===== config.mk =====
export PLATFORM = sky130hd
export DESIGN_NAME = motor_serpiente
export DESIGN_NICKNAME = d
export VERILOG_FILES = /design/src/rtl/motor_serpiente.sv
export SDC_FILE = /design/constraint.sdc
export NUM_CORES = 1
export LEC_CHECK = 0
export ABC_AREA = 1
export CAP_MARGIN = 20
export CORE_MARGIN = 8
export CORE_UTILIZATION = 66
export DETAILED_ROUTE_END_ITERATION = 12
export PLACE_DENSITY = 0.85
export SLEW_MARGIN = 20
export SYNTH_ARGS = -nofsm -noshare
export SYNTH_HDL_FRONTEND = slang
export SYNTH_SLANG_ARGS = --single-unit

===== constraint.sdc =====
create_clock -name clk -period 3.8 [get_ports clk]
set_input_delay 0.38 -clock clk [delete_from_list [all_inputs] [get_ports clk]]
set_output_delay 0.38 -clock clk [all_outputs]
set_load 0.01 [all_outputs]

===== src/rtl/motor_serpiente.sv =====
// -----------------------------------------------------------------------------
// motor_serpiente
// Snake body engine. It consumes the 3-bit accion code from the direction FSM.
// On every accepted step tick it moves the head one cell on a GRID_W x GRID_H
// grid and shifts the body behind it. It grows after food and scans the body
// for a self-collision. A registered random-read port serves the VGA renderer.
//
// Configuration macro:
//   SNAKE_WALL_KILL_EN  defined   -> leaving the grid is a collision (no shift,
//                                    head unchanged, straight to DEAD)
//                       undefined -> the head wraps around on each axis
//
// Ports:
//   clk         system clock
//   rst         synchronous active-high reset
//   paso        one-cycle step tick
//   accion      0 none, 1 up, 2 down, 3 left, 4 right (5..7 = none)
//   comer       one-cycle food-eaten pulse; the snake grows on the next move
//   seg_idx     segment index for the read port
//   seg_x/seg_y coordinates of seg[seg_idx], one cycle after seg_idx (0 if invalid)
//   seg_valido  seg_idx < longitud, registered
//   cabeza_x/y  head coordinates (seg[0])
//   longitud    current snake length
//   ocupado     high while a move is being applied or checked
//   choque      collision flag, sticky until rst
// -----------------------------------------------------------------------------
module motor_serpiente #(
    parameter int GRID_W   = 32,
    parameter int GRID_H   = 24,
    parameter int MAX_LEN  = 16,
    parameter int INIT_LEN = 3,
    parameter int X_W      = 5,
    parameter int Y_W      = 5
) (
    input  logic                         clk,
    input  logic                         rst,
    input  logic                         paso,
    input  logic [2:0]                   accion,
    input  logic                         comer,
    input  logic [$clog2(MAX_LEN)-1:0]   seg_idx,
    output logic [X_W-1:0]               seg_x,
    output logic [Y_W-1:0]               seg_y,
    output logic                         seg_valido,
    output logic [X_W-1:0]               cabeza_x,
    output logic [Y_W-1:0]               cabeza_y,
    output logic [$clog2(MAX_LEN+1)-1:0] longitud,
    output logic                         ocupado,
    output logic                         choque
);

    localparam int IDX_W = $clog2(MAX_LEN);
    localparam int L_W   = $clog2(MAX_LEN + 1);

`ifdef SNAKE_WALL_KILL_EN
    localparam bit WALL_KILL = 1'b1;
`else
    localparam bit WALL_KILL = 1'b0;
`endif

    localparam logic [2:0] DIR_UP    = 3'd1;
    localparam logic [2:0] DIR_DOWN  = 3'd2;
    localparam logic [2:0] DIR_LEFT  = 3'd3;
    localparam logic [2:0] DIR_RIGHT = 3'd4;

    localparam logic [X_W-1:0] X_MAX = X_W'(GRID_W - 1);
    localparam logic [Y_W-1:0] Y_MAX = Y_W'(GRID_H - 1);

    typedef enum logic [1:0] {
        ST_IDLE  = 2'd0,
        ST_MOVE  = 2'd1,
        ST_CHECK = 2'd2,
        ST_DEAD  = 2'd3
    } state_t;

    state_t             state_reg;
    logic [2:0]         dir_reg;
    logic [L_W-1:0]     longitud_reg;
    logic               pendiente_reg;
    logic               choque_reg;
    logic               ocupado_reg;
    logic [IDX_W-1:0]   chk_idx_reg;
    logic [X_W-1:0]     rd_x_reg;
    logic [Y_W-1:0]     rd_y_reg;
    logic               rd_valido_reg;

    // Flattened view of the segment registers, seg_*_arr[0] is the head.
    logic [X_W-1:0]     seg_x_arr [MAX_LEN];
    logic [Y_W-1:0]     seg_y_arr [MAX_LEN];

    logic [X_W-1:0]     head_x_next;
    logic [Y_W-1:0]     head_y_next;
    logic               wall_hit;
    logic               shift_en;
    logic               body_match;

    // -------------------------------------------------------------------------
    // Next head position. wall_hit flags that the move crosses a grid edge;
    // the wrapped coordinate is still produced so the default build can use it.
    // -------------------------------------------------------------------------
    always_comb begin
        head_x_next = seg_x_arr[0];
        head_y_next = seg_y_arr[0];
        wall_hit    = 1'b0;
        case (dir_reg)
            DIR_UP: begin
                if (seg_y_arr[0] == '0) begin
                    head_y_next = Y_MAX;
                    wall_hit    = 1'b1;
                end else begin
                    head_y_next = seg_y_arr[0] - Y_W'(1);
                end
            end
            DIR_DOWN: begin
                if (seg_y_arr[0] == Y_MAX) begin
                    head_y_next = '0;
                    wall_hit    = 1'b1;
                end else begin
                    head_y_next = seg_y_arr[0] + Y_W'(1);
                end
            end
            DIR_LEFT: begin
                if (seg_x_arr[0] == '0) begin
                    head_x_next = X_MAX;
                    wall_hit    = 1'b1;
                end else begin
                    head_x_next = seg_x_arr[0] - X_W'(1);
                end
            end
            DIR_RIGHT: begin
                if (seg_x_arr[0] == X_MAX) begin
                    head_x_next = '0;
                    wall_hit    = 1'b1;
                end else begin
                    head_x_next = seg_x_arr[0] + X_W'(1);
                end
            end
            default: begin
                head_x_next = seg_x_arr[0];
                head_y_next = seg_y_arr[0];
            end
        endcase
    end

    // The body shifts only in MOVE, and never on a fatal wall crossing.
    assign shift_en = (state_reg == ST_MOVE) && !(WALL_KILL && wall_hit);

    // -------------------------------------------------------------------------
    // Segment shift register. Every segment shifts unconditionally on a move,
    // including the ones beyond longitud: the slot just past the tail holds the
    // old tail, which becomes visible when the length grows.
    // -------------------------------------------------------------------------
    generate
        for (genvar gi = 0; gi < MAX_LEN; gi++) begin : g_seg
            localparam logic [X_W-1:0] RST_X = (gi < INIT_LEN) ? X_W'(GRID_W / 2 - gi) : '0;
            localparam logic [Y_W-1:0] RST_Y = (gi < INIT_LEN) ? Y_W'(GRID_H / 2) : '0;

            logic [X_W-1:0] x_reg;
            logic [Y_W-1:0] y_reg;
            logic [X_W-1:0] x_in;
            logic [Y_W-1:0] y_in;

            if (gi == 0) begin : g_head
                assign x_in = head_x_next;
                assign y_in = head_y_next;
            end else begin : g_body
                assign x_in = seg_x_arr[gi-1];
                assign y_in = seg_y_arr[gi-1];
            end

            always_ff @(posedge clk) begin
                if (rst) begin
                    x_reg <= RST_X;
                    y_reg <= RST_Y;
                end else if (shift_en) begin
                    x_reg <= x_in;
                    y_reg <= y_in;
                end
            end

            assign seg_x_arr[gi] = x_reg;
            assign seg_y_arr[gi] = y_reg;
        end
    endgenerate

    assign body_match = (seg_x_arr[chk_idx_reg] == seg_x_arr[0]) &&
                        (seg_y_arr[chk_idx_reg] == seg_y_arr[0]);

    // -------------------------------------------------------------------------
    // Control FSM, length, growth request and read port.
    // -------------------------------------------------------------------------
    always_ff @(posedge clk) begin
        if (rst) begin
            state_reg     <= ST_IDLE;
            dir_reg       <= 3'd0;
            longitud_reg  <= L_W'(INIT_LEN);
            pendiente_reg <= 1'b0;
            choque_reg    <= 1'b0;
            ocupado_reg   <= 1'b0;
            chk_idx_reg   <= '0;
            rd_x_reg      <= '0;
            rd_y_reg      <= '0;
            rd_valido_reg <= 1'b0;
        end else begin
            // Read port runs every cycle, independent of the FSM.
            if (L_W'(seg_idx) < longitud_reg) begin
                rd_x_reg      <= seg_x_arr[seg_idx];
                rd_y_reg      <= seg_y_arr[seg_idx];
                rd_valido_reg <= 1'b1;
            end else begin
                rd_x_reg      <= '0;
                rd_y_reg      <= '0;
                rd_valido_reg <= 1'b0;
            end

            case (state_reg)
                ST_IDLE: begin
                    if (paso && (accion >= DIR_UP) && (accion <= DIR_RIGHT)) begin
                        dir_reg     <= accion;
                        state_reg   <= ST_MOVE;
                        ocupado_reg <= 1'b1;
                    end
                end
                ST_MOVE: begin
                    if (WALL_KILL && wall_hit) begin
                        state_reg   <= ST_DEAD;
                        choque_reg  <= 1'b1;
                        ocupado_reg <= 1'b0;
                    end else begin
                        if (pendiente_reg && (longitud_reg < L_W'(MAX_LEN))) begin
                            longitud_reg <= longitud_reg + L_W'(1);
                        end
                        pendiente_reg <= 1'b0;
                        chk_idx_reg   <= IDX_W'(1);
                        state_reg     <= ST_CHECK;
                    end
                end
                ST_CHECK: begin
                    if (body_match) begin
                        state_reg   <= ST_DEAD;
                        choque_reg  <= 1'b1;
                        ocupado_reg <= 1'b0;
                    end else if (L_W'(chk_idx_reg) == longitud_reg - L_W'(1)) begin
                        state_reg   <= ST_IDLE;
                        ocupado_reg <= 1'b0;
                    end else begin
                        chk_idx_reg <= chk_idx_reg + IDX_W'(1);
                    end
                end
                default: begin
                    state_reg <= ST_DEAD;
                end
            endcase

            // Placed after the MOVE clear so food arriving during a move is
            // kept for the following one rather than lost.
            if (comer && (state_reg != ST_DEAD)) begin
                pendiente_reg <= 1'b1;
            end
        end
    end

    assign seg_x      = rd_x_reg;
    assign seg_y      = rd_y_reg;
    assign seg_valido = rd_valido_reg;
    assign cabeza_x   = seg_x_arr[0];
    assign cabeza_y   = seg_y_arr[0];
    assign longitud   = longitud_reg;
    assign ocupado    = ocupado_reg;
    assign choque     = choque_reg;

endmodule


After elaboration in Yosys (flattened, before gate mapping):

Index checks and enable logic that the tools add are counted.

* div/mod/pow operators: 0
* shift operators: 0
* multiplexer cells: 32
* add/sub/neg operators: 7
* eq/ne operators: 16
* reductions and logical operators: 22
* $mul: 0
* magnitude comparators: 6
* bitwise gates (word level): 3

Operators with widths (count)
* binary-select mux 5 bit (select 4 bit): 4
* 2-to-1 mux 5 bit: 12
* one-hot mux 5 bit (2 select lines): 2
* adder 5 x 1 -> 5 bit (second input constant): 3
* subtractor 5 x 1 -> 5 bit (second input constant): 3
* AND reduction 2 bit: 6
* equality test 5 bit: 2
* equality test 5 bit (second input constant): 2
* >= comparator 5 bit (second input constant): 2
* logical NOT 5 bit: 2
* NOT 4 -> 5 bit: 2
* nonzero test 2 bit: 5
* 2-to-1 mux 4 bit: 2
* != test 2 bit (second input constant): 4
* one-hot mux 4 bit (2 select lines): 1
* equality test 3 x 2 -> 1 bit (second input constant): 2
* 2-to-1 mux 1 bit: 6
* 2-to-1 mux 2 bit: 3
* one-hot mux 2 bit (3 select lines): 1
* AND reduction 3 bit: 2
* equality test 4 x 5 -> 1 bit: 1
* logical AND 1 bit: 5
* less-than comparator 4 x 5 -> 1 bit: 1
* less-than comparator 5 bit (second input constant): 1
* other kinds (12): 12

* output and inout bits: 28
* ROM bits: 0
* memories: 0
* word-level logic and storage cells: 128
* bits in latches: 0
* bits in registers: 188
* RAM bits: 0

Logic depth before layout (Yosys ltp):

Gate-level depths: netlist (run 1).

* word-level depth: 8
* gate-level depth with buffers: 18
* depth with buffers taken out: 17

Least setup slack after synthesis (run 1):

No wires, ideal clock.

* path kind: reg2reg
* from: reg state_reg[1]
* to: reg g_seg[0].y_reg[2], in the netlist cabeza_y[2]
* slack: 1.789 ns
* arrival time: 1.897 ns
* stages on the path, launching flop included: 10
* clock period less this slack: 2.011 ns
* data required time: 3.686 ns
* buffers on the path: 1
* library setup time: 0.114 ns
* cells stage by stage: dfxtp_1 > inv_1 > ha_1 > clkbuf_1 > clkinv_1 > nor3_1 > o21ai_0 > a21oi_1 > o21ai_0 > a21o_1

* cells in the longest elaborated chain, start to end: 2

Ends and longest elaborated chain
* from (decl): RTL line 75 `state_t state_reg;`
* from (signal assigned): RTL line 193 `state_reg <= ST_IDLE;`
* from (signal assigned): RTL line 219 `state_reg <= ST_MOVE;`
* from (signal assigned): RTL line 225 `state_reg <= ST_DEAD;`
* equality test 2 x 1 -> 1 bit: RTL line 145 `assign shift_en = (state_reg == ST_MOVE) && !(WALL_KILL && wall_hit);`
* AND reduction 2 bit (no source line)
* to (signal assigned): RTL line 176 `y_reg <= y_in;`
* to (decl): RTL line 158 `logic [Y_W-1:0] y_reg;`

Every way passes these cells.
A chain may end at the register's enable or synchronous reset.

Worst setup path after layout (run 1):

* from: reg chk_idx_reg[0]
* to: reg chk_idx_reg[2]

* cells in the longest elaborated chain, start to end: 8
* elaborated cells between the ends (all ways): 18

Ends and longest elaborated chain
* from (decl): RTL line 81 `logic [IDX_W-1:0] chk_idx_reg;`
* from (signal assigned): RTL line 246 `chk_idx_reg <= chk_idx_reg + IDX_W'(1);`
* NOT 4 -> 5 bit (implied by the code): RTL line 185, 186
* binary-select mux 5 bit (select 4 bit) (on tied branches): RTL line 185, 186
* 2-to-1 mux 5 bit (on tied branches) (2 in a row): RTL line 185, 186
* equality test 5 bit (on tied branches): RTL line 185, 186
* logical AND 1 bit: RTL line 185 `assign body_match = (seg_x_arr[chk_idx_reg] == seg_x_arr[0]) &&`
* != test 2 bit (no source line)
* AND reduction 3 bit (no source line)

Several ways; a longest one is shown, not always the timed one. The select of a mux whose other input is x is not followed.

==> results of run 1 <==
-- report_power, final --
group | switching, mW | leakage [nW] | internal, mW
Clock | 0.763 | 0.314 | 1.17
Sequential | 0.379 | 1.54 | 2.61
Combinational | 2.44 | 2.64 | 1.17
-- how the worst min path moves through the flow --
stage | start | cells after the start | endpoint | slack [ns]
floorplan | g_seg[15].x_reg[1]$_SDFFE_PP0P_ | 2 | g_seg[15].x_reg[1]$_SDFFE_PP0P_ | 0.45
global placement | choque$_SDFFE_PP0P_ | 2 | choque$_SDFFE_PP0P_ | 0.45
detailed placement | choque$_SDFFE_PP0P_ | 2 | choque$_SDFFE_PP0P_ | 0.45
CTS | choque$_SDFFE_PP0P_ | 2 | choque$_SDFFE_PP0P_ | 0.46
global route | choque$_SDFFE_PP0P_ | 2 | choque$_SDFFE_PP0P_ | 0.49
finish | choque$_SDFFE_PP0P_ | 2 | choque$_SDFFE_PP0P_ | 0.46
-- critical path: stages (launching register included) --
cell	delay (ns)
dfxtp_4	0.35
inv_2	0.67
nand2_1	0.13
nand3_1	0.11
nand3_1	0.10
nand3_1	0.15
nand3_1	0.10
nand2_1	0.07
nand2_1	0.07
nor2_2	0.25
nand4_4	0.17
nand3_2	0.15
nand2_1	0.08
nand2_1	0.07
nor2_1	0.07
-- area by class of cell --
class | instances | area (um2)
multi-input cells | 1024 | 5200
fillers | 1240 | 4100
flip-flops and latches | 188 | 3770
inverters | 165 | 621
repair buffers | 52 | 515
clock buffers | 23 | 488
well taps | 188 | 235
clock inverters | 9 | 159
-- kinds of logic after synthesis --
logic type	Yosys count	share of synthesized area, %
xor gates and xnor gates	11	0.956
DFF	188	37.3
buffers and inverters	283	11.2
and+or+nand+nor	432	18.5
AOI/OAI and AO/OA	566	30.2
adders and majority gates	15	1.86
-- cells in the final DEF, fill, tap and decap left out, types with 17 or more instances in the layout --
master           count
a21oi_1            242
clkbuf_16           17
clkdlybuf4s50_1     36
dfxtp_1            186
inv_1              159
nand2_1            234
nand3_1            150
nor2_1              33
o211ai_1            56
o21ai_0            235
-- stage by stage --
step	area [um2]	utilization (%)	cells	setup WS, ns	power [mW]
floorplan	10100	-	1495	1.79	5.74
global placement	10300	68.5	1617	1.27	6.41
detailed placement	10300	68.5	1617	1.17	6.53
CTS	11000	72.8	1649	1.19	8.48
global route	11000	72.8	1649	0.855	9.18
finish	11000	72.8	1649	1.13	8.53
-- per-layer routing --
metal  vias to the layer above  wire [um]  global-route usage (%)
li1                       4995          -                       -
met1                      4692      11700                    35.2
met2                       476      12400                    44.0
met3                        67       2200                    5.06
met4                         0        673                    11.7
met5                         -          0                       0
==> metrics.md, run 1 <==
| Metric | Value |
|---|---|
| Primary FF master, synth | `dfxtp_1` |
| DR vias/cell | `6.20` |
| H-tree lvl count | `4` |
| Sequential-to-total area share from yosys stat | `37.3%` |
| Crit end category | `register` |
| Synthesized cell area | `10100 um2` |
| Clock slew at reported path FFs | `0.07 ns` |
| Number of cells on the worst reg-to-reg path | `14` |
| Final setup TNS | `0 ns` |
| Post-synth top area share | `37.3%` |
| Leakage | `4.50 nW` |
| Die W | `140 um` |
| Top cells by count, synth | `242 x a21oi_1, 235 x o21ai_0, 234 x nand2_1` |
| Mean post-synth cell area | `6.74 um2` |
| Clock latency on the worst-skew pair | `0.44 ns` |
| Status | `finished clean` |
| Critical path required time | `4.12 ns` |
| Routed len/inst | `16.3 um` |
| WS Path Type | `register to register` |
| Largest net degree at the start of global routing | `168` |
| Rows | `45` |
| Synth async-reset ratio | `0%` |
| Router iterations before antenna repair | `6` |
| TritonCTS clock tree | `yes` |
| Synthesis Warnings | `0` |
| Final #Nets | `1474` |
| Slew headroom | `25.3%` |
| Drt drc | `0` |
| Area delta synth->final | `9.02%` |
| Drt first-iter violations | `1120` |
| GPL Wtd Cong | `0.882` |
| Max-cap violations | `0` |
| Vias in the first global route | `9298` |
| CP endpoint | `chk_idx_reg[2]$_SDFFE_PP0P_` |
| Yosys top cell by area | `dfxtp_1` |
| Top-count cell post-synth | `a21oi_1` |
| Clock Tree Root | `clkbuf_16` |
| CTS Sinks | `188` |
| Setup bufs post-CTS | `0` |
| Initial antenna violation count | `0` |
| Syn_nets | `1521` |
| Reg-to-Reg End | `chk_idx_reg[2]$_SDFFE_PP0P_` |
| Longest Clk Path Bufs | `2` |
| Hold crit path type | `register to register` |
| Final ANT Viol Nets | `0` |
| Crit-path max FO | `45` |
| Die ar. | `19500 um2` |
| F_max | `375 MHz` |
| Worst EP arrival | `2.99 ns` |
| Clock skew | `0.0106 ns` |
| DR vias | `10200` |
| Final period utilization | `70.2%` |
| FF+latch count, synth | `188` |
| Ratio of total power to cell area | `777 nW/um2` |
| Worst slew pin tran | `1.12 ns` |
| Gr ovfl total | `0` |
| Final HPWL DP | `15.8 mm` |
| Largest cells by area after synthesis | `dfxtp_1 37%, a21oi_1 12%, o21ai_0 12%` |
| Tmin final | `2.67 ns` |
| CTS Hold Bufs | `0` |
| Layout cell share with drive strength beyond 1 | `4.04%` |
| First-pass GRT wire length | `44.5 mm` |
| Slew Limit Fails | `0` |
| Reg2reg start | `chk_idx_reg[0]$_SDFFE_PP0P_` |
| # setup viols final | `0` |
| Yosys cell types | `36` |
| Die H | `140 um` |
| Final Hold Fails | `0` |
| Number of port buffers | `38` |
| TritonCTS Buffers | `17` |
| Post-cts resize count | `0` |
| Core Area | `15100 um2` |
| Starting density of the core | `66.8%` |
| Top-Level Pins | `39` |
| R2r setup slk | `1.13 ns` |
| Post-synth EDFFs | `0` |
| Worst vdd ir | `0.000523 V` |
| DRT Wirelength | `26.9 mm` |
| Critical path launch point type | `register` |
| Worst Setup SP | `chk_idx_reg[0]$_SDFFE_PP0P_` |
| Cells after Synth | `1495` |
| Hold WS | `0.461 ns` |
| Unrepaired setup endpoints after global routing | `false` |
| Total global-route track usage | `27.3%` |
| Antenna Cells | `0` |
Note: power is estimated with default switching activity, not from simulation.
==> run 2, diff against run 1 <==
Settings changed: CORE_UTILIZATION 66 to 56, PLACE_DENSITY 0.85 to 0.77.
Clock period 3.8 ns to 2.3 ns, I/O delays scaled along.
==> metrics.md, run 2 (same netlist as run 1, synthesis figures left out) <==
| Metric | Value |
|---|---|
| Status | `finished clean` |
| Final HPWL DP | `17.7 mm (+12%)` |
| Final Hold Fails | `0 (unchanged)` |
| Die H | `150 um (+7.6%)` |
| TritonCTS clock tree | `yes` |
| Seq pwr share | `33.8% (-1.2 points)` |
| DRT Wirelength | `28.2 mm (+4.7%)` |
| Critical path required time | `2.64 ns (-1.48 ns)` |
| Hold WS | `0.395 ns (-0.0661 ns)` |
| Crit-path leading delay family | `simple AND/OR/NAND/NOR gates` |
| Routed len/inst | `16.3 um (about the same)` |
| Area delta synth->final | `14.6%` |
| Slowest stage delay, CP | `0.43 ns (-0.24 ns)` |
| Hold Crit Depth | `3 (+1)` |
| Worst hold path startpoint | `comer` |
| Final period utilization | `92.1% (+22 points)` |
| Clock slew at reported path FFs | `0.07 ns (about the same)` |
| Ratio of total power to cell area | `1260 nW/um2 (+62%)` |
| Largest net degree at the start of global routing | `158 (-6.0%)` |
| TritonCTS Buffers | `17 (unchanged)` |
| Most frequent cells in the layout | `242 x a21oi_1, 235 x o21ai_0, 233 x nand2_1` |
| Final ANT Viol Nets | `0 (unchanged)` |
| Crit-path max FO | `18 (-60%)` |
| Longest Clk Path Bufs | `2 (unchanged)` |
| Final #Nets | `1512 (+2.6%)` |
| Final total power | `14.6 mW (+71%)` |
| Worst EP arrival | `2.45 ns (-0.54 ns)` |
| Worst vdd ir | `0.00122 V (+130%)` |
| Leakage | `4.73 nW (+5.3%)` |
| DP Area | `10800 um2 (+4.7%)` |
| CTS Sinks | `188 (unchanged)` |
| Hold endpoint | `pendiente_reg$_SDFFE_PP0P_` |
| WS Path Type | `register to register` |
| Router iterations before antenna repair | `6 (unchanged)` |
| R2r setup slk | `0.18 ns (-0.95 ns)` |
| Clock skew | `0.0140 ns (+0.00334 ns)` |
| Drt first-iter violations | `1182 (+5.5%)` |
| Layer with the highest usage | `met2` |
| DR vias/cell | `5.92 (-4.6%)` |
| GPL Wtd Cong | `0.856 (-3.0%)` |
| Slew Limit Fails | `0 (unchanged)` |
| Hold crit path type | `input pin to register` |
| Starting density of the core | `56.5% (-10 points)` |
| H-tree lvl count | `4 (unchanged)` |
| Clock Tree Root | `clkbuf_16` |
| F_max | `472 MHz (+26%)` |
| Global routing usage on met3 | `3.88% (-1.2 points)` |
| First-pass GRT wire length | `46.2 mm (+3.7%)` |
| Clock power frac | `20.9% (-1.8 points)` |
| Final setup TNS | `0 ns (unchanged)` |
| Reg-to-Reg End | `state_reg[1]$_SDFFE_PP0P_` |
| Die ar. | `22600 um2 (+16%)` |
| Clock latency on the worst-skew pair | `0.44 ns (about the same)` |
| Internal power | `8.46 mW (+71%)` |
| GRT met1 Usage | `33.1% (-2.1 points)` |
| CP most frequent cell | `nand2_1` |
| Drt drc | `0 (unchanged)` |
| Reg2reg start | `chk_idx_reg[0]$_SDFFE_PP0P_` |
| Tmin final | `2.12 ns (-0.549 ns)` |
| Switch share | `42.0% (about the same)` |
| Critical path launch point type | `register` |
| Total global-route track usage | `25.1% (-2.2 points)` |
| Slew headroom | `48.7% (+23 points)` |
| DR vias | `10200 (-0.18%)` |
| Antenna Cells | `0 (unchanged)` |
| Core Area | `17800 um2 (+18%)` |
| Crit path cell chain | `inv_2, buf_12, nand2_1, nand3_1, nand3_1, nand3_2, nand2_1, nand2_1, nand2_1, nand2_1, nor2_4, nand3_1, nand3_2, nand2_2, nor2_1, nor2_1` |
| # setup viols final | `0 (unchanged)` |
| Top-Level Pins | `39 (unchanged)` |
| Crit end category | `register` |
| Comb pwr share | `45.3% (+3.0 points)` |
| M2 GR Usage | `41.3% (-2.7 points)` |
| Initial antenna violation count | `0 (unchanged)` |
| Rows | `49 (+8.9%)` |
| Number of port buffers | `38 (unchanged)` |
| Leading cell type in the layout, fill and taps excluded | `a21oi_1` |
| Max-cap violations | `0 (unchanged)` |
| Gr ovfl total | `0 (unchanged)` |
| Design area | `11600 um2 (+5.1%)` |
| Sw Pwr | `6.12 mW (+71%)` |
| Vias in the first global route | `9135 (-1.8%)` |
| Number of cells on the worst reg-to-reg path | `16 (+2)` |
| Worst slew pin tran | `0.769 ns (-0.352 ns)` |
| Max stage delay cell, worst path | `dfxtp_4` |
| CP bufs+invs | `2 (+1)` |
| Die W | `150 um (+7.6%)` |
| Layout cell share with drive strength beyond 1 | `6.88% (+2.8 points)` |
run 2: per-stage QoR:
| step | std cells | setup slack [ns] | utilization (%) |
|---|---|---|---|
| 6_report | 1726 | 0.182 | 64.8 |
| 5_1_grt | 1726 | -0.0172 | 64.8 |
| 4_1_cts | 1723 | 0.0970 | 64.1 |
| 3_5_place_dp | 1693 | 0.131 | 60.7 |
| 3_3_place_gp | 1693 | 0.145 | 60.7 |
| 2_1_floorplan | 1495 | 0.289 | - |
run 2: final cells by class:
class                           count  area (um2)
Tap cell                          229         287
Inverter                          165         621
Clock inverter                      9         139
Timing Repair Buffer               90        1010
Clock buffer                       21         460
Fill cell                        1529        6290
Sequential cell                   188        3770
Multi-Input combinational cell   1024        5260
run 2: timing repair:
action	CTS	global route
gates resized for setup	0	13
hold buffers	0	0
endpoints found under the hold margin	0	0
endpoints found under the setup margin	0	10
buffers inserted	0	1
run 2: power by group through the flow:
| stage | logic (mW) | registers, mW | clock network [mW] |
|---|---|---|---|
| 5_1_grt | 7.40 | 5.06 | 3.21 |
| 2_1_floorplan | 4.67 | 4.82 | 0 |
| 3_5_place_dp | 6.25 | 4.97 | 0 |
| 3_3_place_gp | 6.09 | 4.93 | 0 |
| 4_1_cts | 6.29 | 4.90 | 3.08 |
| 6_report | 6.60 | 4.93 | 3.04 |
run 2: worst max-delay path by stage:
stage,startpoint,endpoint,cells after the start
5_1_grt,chk_idx_reg[0]$_SDFFE_PP0P_,chk_idx_reg[2]$_SDFFE_PP0P_,16
3_5_place_dp,chk_idx_reg[0]$_SDFFE_PP0P_,state_reg[1]$_SDFFE_PP0P_,15
6_report,chk_idx_reg[0]$_SDFFE_PP0P_,state_reg[1]$_SDFFE_PP0P_,16
3_3_place_gp,seg_idx[2],seg_x[3]$_SDFF_PP0_,9
2_1_floorplan,state_reg[1]$_SDFFE_PP0P_,cabeza_y[2]$_SDFFE_PP1P_,9
4_1_cts,chk_idx_reg[0]$_SDFFE_PP0P_,state_reg[1]$_SDFFE_PP0P_,15
run 2: layer usage:
metal / vias to the layer above / share of wire [%] / routed length [um]
met5: - / 0 / 0
met4: 0 / 1.8 / 504
met3: 46 / 7.2 / 2040
met2: 399 / 47 / 13300
met1: 4698 / 44 / 12400
li1: 5069 / - / -
run 2: worst register-to-register path, cell delays in order, from the launching register on:
cell	delay, ns
dfxtp_4	0.43
inv_2	0.09
buf_12	0.17
nand2_1	0.08
nand3_1	0.08
nand3_1	0.12
nand3_2	0.13
nand2_1	0.10
nand2_1	0.05
nand2_1	0.06
nand2_1	0.08
nor2_4	0.18
nand3_1	0.11
nand3_2	0.09
nand2_2	0.08
nor2_1	0.12
nor2_1	0.05
